[src/rtl/burst_buffer.sv]
// burst_buffer: single-clock word FIFO that drains only in fixed-length bursts.
// Writes land one word per cycle. A burst of BURST registered words is launched
// from IDLE once at least BURST words are stored. Writes are dropped when full,
// and the sticky ovf flag records each drop.
module burst_buffer #(
    parameter int DATA_WIDTH = 32,
    parameter int LOC        = 16,
    parameter int ADD_WIDTH  = 4,
    parameter int BURST      = 4
) (
    input  logic                  wclk,
    input  logic                  rst,
    input  logic                  wen,
    input  logic [DATA_WIDTH-1:0] din,
    input  logic                  ren,
    input  logic                  flush,
    output logic [DATA_WIDTH-1:0] dout,
    output logic                  dvalid,
    output logic                  busy,
    output logic                  full,
    output logic                  empty,
    output logic [ADD_WIDTH:0]    count,
    output logic                  ovf
);

    localparam int BW = $clog2(BURST + 1);

    typedef enum logic {
        IDLE,
        RD
    } state_t;

    logic [DATA_WIDTH-1:0] mem_q [LOC];
    logic [ADD_WIDTH:0]    wptr_q, wptr_d;
    logic [ADD_WIDTH:0]    rptr_q, rptr_d;
    logic [ADD_WIDTH:0]    count_w;
    logic [BW-1:0]         beat_q;
    state_t                state_q;
    logic [DATA_WIDTH-1:0] dout_q;
    logic                  dvalid_q;
    logic                  ovf_q;
    logic                  full_w;
    logic                  wr_acc;
    logic                  rd_fire;

    // Occupancy is taken from the registered pointers only, so a write in a
    // cycle that starts full is dropped even if a beat frees a slot at the same edge.
    assign count_w = wptr_q - rptr_q;
    assign full_w  = (count_w == (ADD_WIDTH + 1)'(LOC));
    assign wr_acc  = wen && !full_w && !flush;
    assign rd_fire = (state_q == RD) && !flush;

    // Next pointer values for accepted writes and burst beats.
    always_comb begin
        wptr_d = wptr_q;
        rptr_d = rptr_q;
        if (wr_acc) begin
            wptr_d = wptr_q + (ADD_WIDTH + 1)'(1);
        end
        if (rd_fire) begin
            rptr_d = rptr_q + (ADD_WIDTH + 1)'(1);
        end
    end

    // Storage array. Reset does not clear it; only the pointers are cleared.
    always_ff @(posedge wclk) begin
        if (!rst && wr_acc) begin
            mem_q[wptr_q[ADD_WIDTH-1:0]] <= din;
        end
    end

    // Pointer, overflow and burst FSM state with registered read outputs.
    always_ff @(posedge wclk) begin
        if (rst) begin
            wptr_q   <= '0;
            rptr_q   <= '0;
            beat_q   <= '0;
            state_q  <= IDLE;
            dout_q   <= '0;
            dvalid_q <= 1'b0;
            ovf_q    <= 1'b0;
        end else if (flush) begin
            wptr_q   <= '0;
            rptr_q   <= '0;
            beat_q   <= '0;
            state_q  <= IDLE;
            dvalid_q <= 1'b0;
            ovf_q    <= 1'b0;
        end else begin
            wptr_q <= wptr_d;
            rptr_q <= rptr_d;
            if (wen && full_w) begin
                ovf_q <= 1'b1;
            end
            case (state_q)
                IDLE: begin
                    dvalid_q <= 1'b0;
                    if (ren && (count_w >= (ADD_WIDTH + 1)'(BURST))) begin
                        state_q <= RD;
                        beat_q  <= '0;
                    end
                end
                RD: begin
                    dout_q   <= mem_q[rptr_q[ADD_WIDTH-1:0]];
                    dvalid_q <= 1'b1;
                    beat_q   <= beat_q + BW'(1);
                    if (beat_q == BW'(BURST - 1)) begin
                        state_q <= IDLE;
                    end
                end
                default: begin
                    state_q  <= IDLE;
                    dvalid_q <= 1'b0;
                end
            endcase
        end
    end

    assign dout   = dout_q;
    assign dvalid = dvalid_q;
    assign busy   = (state_q == RD);
    assign full   = full_w;
    assign empty  = (count_w == '0);
    assign count  = count_w;
    assign ovf    = ovf_q;

endmodule

[config.mk]
export PLATFORM = sky130hd
export DESIGN_NAME = burst_buffer
export DESIGN_NICKNAME = d
export VERILOG_FILES = /design/src/rtl/burst_buffer.sv
export SDC_FILE = /design/constraint.sdc
export NUM_CORES = 1
export LEC_CHECK = 0
export ABC_AREA = 1
export ABC_CLOCK_PERIOD_IN_PS = 10000
export CORE_UTILIZATION = 35
export CTS_CLUSTER_DIAMETER = 100
export DETAILED_ROUTE_END_ITERATION = 8
export PLACE_DENSITY = 0.51
export SKIP_LAST_GASP = 1
export SLEW_MARGIN = 20
export SYNTH_ARGS = -nofsm -noshare
export SYNTH_HDL_FRONTEND = slang
export SYNTH_SLANG_ARGS = --single-unit
[constraint.sdc]
create_clock -name wclk -period 10 [get_ports wclk]
set_input_delay 2 -clock wclk [delete_from_list [all_inputs] [get_ports wclk]]
set_output_delay 2 -clock wclk [all_outputs]
set_load 0.05 [all_outputs]
# Word-level counts from Yosys, hierarchy flattened
# Memory sizes are Yosys's and may differ from the RTL's. A register that Yosys moved wholly into a read port is not among the register bits.
# Cells that the tools add are included.
dict set report op_classes {
  n_addsub 4
  bitwise 2
  n_eq_ne 3
  magnitude_cmp 1
  n_reduce_logical 12
  n_mux 8
}
# cell n
set op_table {}
lappend op_table {{$add 5x1->5 const B} 2}
lappend op_table {{$logic_and 1x1->1} 6}
lappend op_table {{$pmux 3 s2} 1}
lappend op_table {{$eq 5x5->1 const B} 1}
lappend op_table {{$ge 5x3->1 const B} 1}
lappend op_table {{$logic_not 5->1} 1}
lappend op_table {{$sub 5x5->5} 1}
lappend op_table {{$mux 1} 4}
lappend op_table {{$pmux 1 s2} 2}
lappend op_table {{$add 3x1->3 const B} 1}
lappend op_table {{$eq 3x2->1 const B} 1}
lappend op_table {{$logic_not 1->1} 3}
lappend op_table {{$mux 3} 1}
lappend op_table {{$ne 2x2->1 const B} 1}
lappend op_table {{$not 1->1} 2}
lappend op_table {{$reduce_and 2->1} 1}
lappend op_table {{$reduce_or 2->1} 1}
dict set report totals {
  wordCells 37
  ramBits 512
  n_memories 1
  register_bits 16
  out_inout_bits 42
}
# name words word_bits read_ports rd_clocked_by_memory_dff wr line
set memory_table {}
lappend memory_table {mem_q 16 32 1 1 1 33} ;# logic [DATA_WIDTH-1:0] mem_q [LOC];

# Depth between registers and ports, before layout
dict set report logic_depth {
  depth_word 8
  ltp_mapped 14
}

# Worst setup path after synthesis
# Ideal clock, no wire load.
dict set report synth_timing {
  path_type {register to register}
  startpoint {register wptr_q[0]}
  endpoint {memory mem_q[10][0] (enable)}
  path_stages_with_launch 9
  slack_ps 4957
  period_less_slack_ps 5043
  t_required_ps 9539
  n_path_buf 0
  t_arrival_ps 4582
  path_cell_list {dfxtp_1 -> inv_1 -> ha_1 -> fa_1 -> xnor2_1 -> nor2_2 -> nand2_2 -> nand2_4 -> nor3_1}
}
dict set report synth_between {
  elab_chain_cells 8
}
# element line
set synth_rtl {}
lappend synth_rtl {{start, declared} 34} ;# logic [ADD_WIDTH:0] wptr_q, wptr_d;
lappend synth_rtl {{start signal, assigned} 90} ;# wptr_q <= wptr_d;
lappend synth_rtl {{$sub 5x5->5} 48} ;# assign count_w = wptr_q - rptr_q;
lappend synth_rtl {{named net count[2]} 22} ;# output logic [ADD_WIDTH:0] count,
lappend synth_rtl {{$eq 5x5->1} 49} ;# assign full_w = (count_w == (ADD_WIDTH + 1)'(LOC));
lappend synth_rtl {{$logic_not 1->1} 50} ;# assign wr_acc = wen && !full_w && !flush;
lappend synth_rtl {{$logic_and 1x1->1 (2 in series)} 50}
lappend synth_rtl {{$logic_and 1x1->1} 67} ;# if (!rst && wr_acc) begin
lappend synth_rtl {{$mux 1} 67}
lappend synth_rtl {{$mux 1 (not written as such)} 68} ;# mem_q[wptr_q[ADD_WIDTH-1:0]] <= din;
lappend synth_rtl {{end, declared} 33}
# The timed path passes the listed nets, and every way through them passes these cells.

# Final worst setup path
dict set report layout_timing {
  startpoint {register rptr_q[2]}
  endpoint {output port empty}
}
dict set report layout_between {
  elab_chain_cells 2
}
# element line
set layout_rtl {}
lappend layout_rtl {{start, declared} 35} ;# logic [ADD_WIDTH:0] rptr_q, rptr_d;
lappend layout_rtl {{start signal, assigned} 91} ;# rptr_q <= rptr_d;
lappend layout_rtl {{$sub 5x5->5} 48}
lappend layout_rtl {{$logic_not 5->1} 123} ;# assign empty = (count_w == '0);
lappend layout_rtl {{end, declared} 21} ;# output logic empty,
# No other way between the ends.

==> qor.csv <==
metric;value;unit
Setup crit end;empty;
Avg Vias per Cell;5.02;
DP Worst Slack;4.33;ns
kind of end point of the critical path;output port;
DP HPWL;28100;um
ant diodes;0;
ANT nets after route;0;
fraction of layout cells with a size suffix above 1;0.0803;
routed vias;13515;
grt total ovfl;0;
global-route wire length before repair;82800;um
Resize count post-CTS;0;
layout net count;1857;
sequential share of the synthesized area;0.738;
Worst-Margin Slew;1.06;ns
WS Path Type;flop to output port;
initial core utilization;0.356;
largest family of logic cells by synthesized area;compound AO/OA/AOI/OAI gates;
TritonCTS clock tree;done;
die area;64200;um2
Worst Skew;0.0164;ns
Cell variety after synth;31;
critical-path maximum fanout;50;
Filler cells;5777;
GPL Wtd Cong;0.752;
Clock Pin Slew Worst Setup and Hold Paths;0.07;ns
initial antenna violation count;1;
worst skew pair latency;0.61;ns
vias in the first global route;13564;
crit path DAT;4.27;ns
I/O pins;79;
Hold Buf Count CTS;0;
simple-gate share of the synthesized area;0.0895;
PD cells;190;nW/um2
VDD IR-drop max;0.000149;V
largest net degree at the start of global routing;162;
root buffer selected by CTS;clkbuf_16;
fin. max-slew vios;0;
worst reg-to-reg path cell count;13;
iteration-0 DRC count of the detailed router;723;
startpoint types;flop;
Setup Buffers After CTS;0;
DR DRC count;0;
XOR/XNOR share of the synthesized area;0.00158;
worst reg2reg path endpoint;mem_q[0][24]$_DFFE_PP_;
CTS Buf Count;58;
synthesized instance count;1749;
outcome;completed;
leakage power;0.00842;uW
Period minus WS final;6.27;ns
Die Ht;253;um
Row Count;91;
max-capacitance violation count;0;
WL/cell;20.1;um
R2R Path Start;rptr_q[2]$_SDFFE_PP0P_;
total of warnings raised by yosys;0;
Synth Cell Area;22100;um2
final setup vio count;0;
core footprint;62100;um2
Synth Area in Compound Gates;0.126;
EDFF count, synth;512;
R2R Setup Slk;5.39;ns
die width;253;um
Adder-Cell Fraction of Synth Area;0.00713;
relative slew slack;0.292;
Yosys reg bits;560;
clk buf depth;3;
ys flop type;edfxtp_1;
dpl cell area;23700;um2
final setup margin;3.73;ns
mux cell area share after synthesis;0;
setup TNS;0;ns
H-tree lvl count;2;
final wirelength;54200;um
fmax;159;MHz
CP startpoint;rptr_q[2]$_SDFFE_PP0P_;
Mapped Nets;1798;
Critical Path RT;8.00;ns
clk sinks;560;
hold crit path type;flop to flop;
asr flop ratio synth;0;
area grow syn2layout;16.2;%
final hold violations;0;
port bufs;78;
Total GRT Usage;0.172;
RSZ-0062 raised after global routing;no;
Avg Inst Size Synth;12.6;um2
Final period util;0.627;
DRT Pass-1 Iters;6;
Design Area, Final;25700;um2
-- critical path, stage by stage, from the launching register on --
cell	delay (ns)
dfxtp_2	0.32
buf_4	0.56
inv_1	0.68
ha_1	0.57
a21oi_1	0.19
nand2_1	0.07
nand2_1	0.08
nand2_1	0.08
nor2_2	0.12
nand2_1	0.09
nor2_1	0.09
clkdlybuf4s50_1	0.80
-- sequential cells by signal (all words and copies together), names as in the netlist --
name / flops
beat_q: 3
busy: 1
dout: 32
dvalid: 1
mem_q: 512
ovf: 1
rptr_q: 5
wptr_q: 5
-- synthesized netlist by cell type, types with 36 or more instances --
cell      count  share of area
clkbuf_1     36         0.0061
o21ai_1      75          0.017
inv_1        57         0.0097
edfxtp_1    512           0.70
o22ai_1      44          0.012
buf_2        47          0.011
nor2_1      309          0.052
o21ai_0     230          0.052
nand2_1     149          0.025
a21oi_1      64          0.014
dfxtp_1      48          0.043
o211ai_1     64          0.022
-- power breakdown --
part	total (uW)	switching, uW	internal [uW]
registers	2560	3.19	2560
logic	98.0	70.0	28.1
clock network	2230	891	1340
-- area by class of cell --
type	count	area [um2]	area share
Clock buffer	71	1560	0.0607
Clock inverter	36	405	0.0158
Inverter	61	234	0.00910
Multi-Input combinational cell	1018	5080	0.197
Sequential cell	560	16300	0.636
Tap cell	837	1050	0.0407
Timing Repair Buffer	109	1040	0.0404
-- cells by family after synthesis --
group                    Yosys count
XOR/XNOR                           4
AO/OA/AOI/OAI                    497
flip-flops                       560
AND/OR/NAND/NOR                  505
buffers and inverters            171
adder cells (fa/ha/maj)           12
-- how the worst min path moves through the flow --
stage / startpoint / end / depth (start not counted)
2_1_floorplan: beat_q[0]$_SDFFE_PP0P_ / beat_q[0]$_SDFFE_PP0P_ / 1
3_3_place_gp: beat_q[0]$_SDFFE_PP0P_ / beat_q[0]$_SDFFE_PP0P_ / 1
3_5_place_dp: wptr_q[4]$_SDFFE_PP0P_ / wptr_q[4]$_SDFFE_PP0P_ / 2
4_1_cts: beat_q[0]$_SDFFE_PP0P_ / beat_q[0]$_SDFFE_PP0P_ / 1
5_1_grt: beat_q[0]$_SDFFE_PP0P_ / beat_q[0]$_SDFFE_PP0P_ / 1
6_report: wptr_q[4]$_SDFFE_PP0P_ / wptr_q[4]$_SDFFE_PP0P_ / 2
-- through the flow --
| step | total power [uW] | std cells | util | hold WS [ns] |
|---|---|---|---|---|
| 2_1_floorplan | 2650 | 1749 | - | 0.432 |
| 3_3_place_gp | 2710 | 2584 | 0.382 | 0.443 |
| 3_5_place_dp | 2710 | 2585 | 0.383 | 0.480 |
| 4_1_cts | 4940 | 2692 | 0.414 | 0.490 |
| 5_1_grt | 5030 | 2692 | 0.414 | 0.509 |
| 6_report | 4890 | 2692 | 0.414 | 0.487 |
-- layout by cell type, fill, tap and decap left out, types with 2 or more instances in the layout --
master and n:
edfxtp_1 512, nor2_1 295, o21ai_0 230, nand2_1 149
clkdlybuf4s50_1 78, o21ai_1 75, a21oi_1 64, o211ai_1 64
clkbuf_16 59, inv_1 56, dfxtp_1 45, o22ai_1 44
nand3_1 30, buf_4 29, o221ai_1 20, nor2_4 15
clkinv_2 13, clkinv_1 11, ha_1 11, bufinv_16 9
clkbuf_1 8, nor3_1 5, nand3b_1 4, clkbuf_8 4
inv_2 3, nor3_2 3, inv_6 3, xor2_1 3
nand2_4 2, clkinvlp_4 2, buf_12 2, dfxtp_4 2
-- metal layers --
layer / global-route usage / vias up / share of wire
met5: 0 / - / 0
met4: 0.0473 / 0 / 0.021
met3: 0.0279 / 82 / 0.041
met2: 0.297 / 274 / 0.50
met1: 0.221 / 6676 / 0.44
li1: - / 6483 / -
No activity file was read; power rests on OpenSTA's default activity.
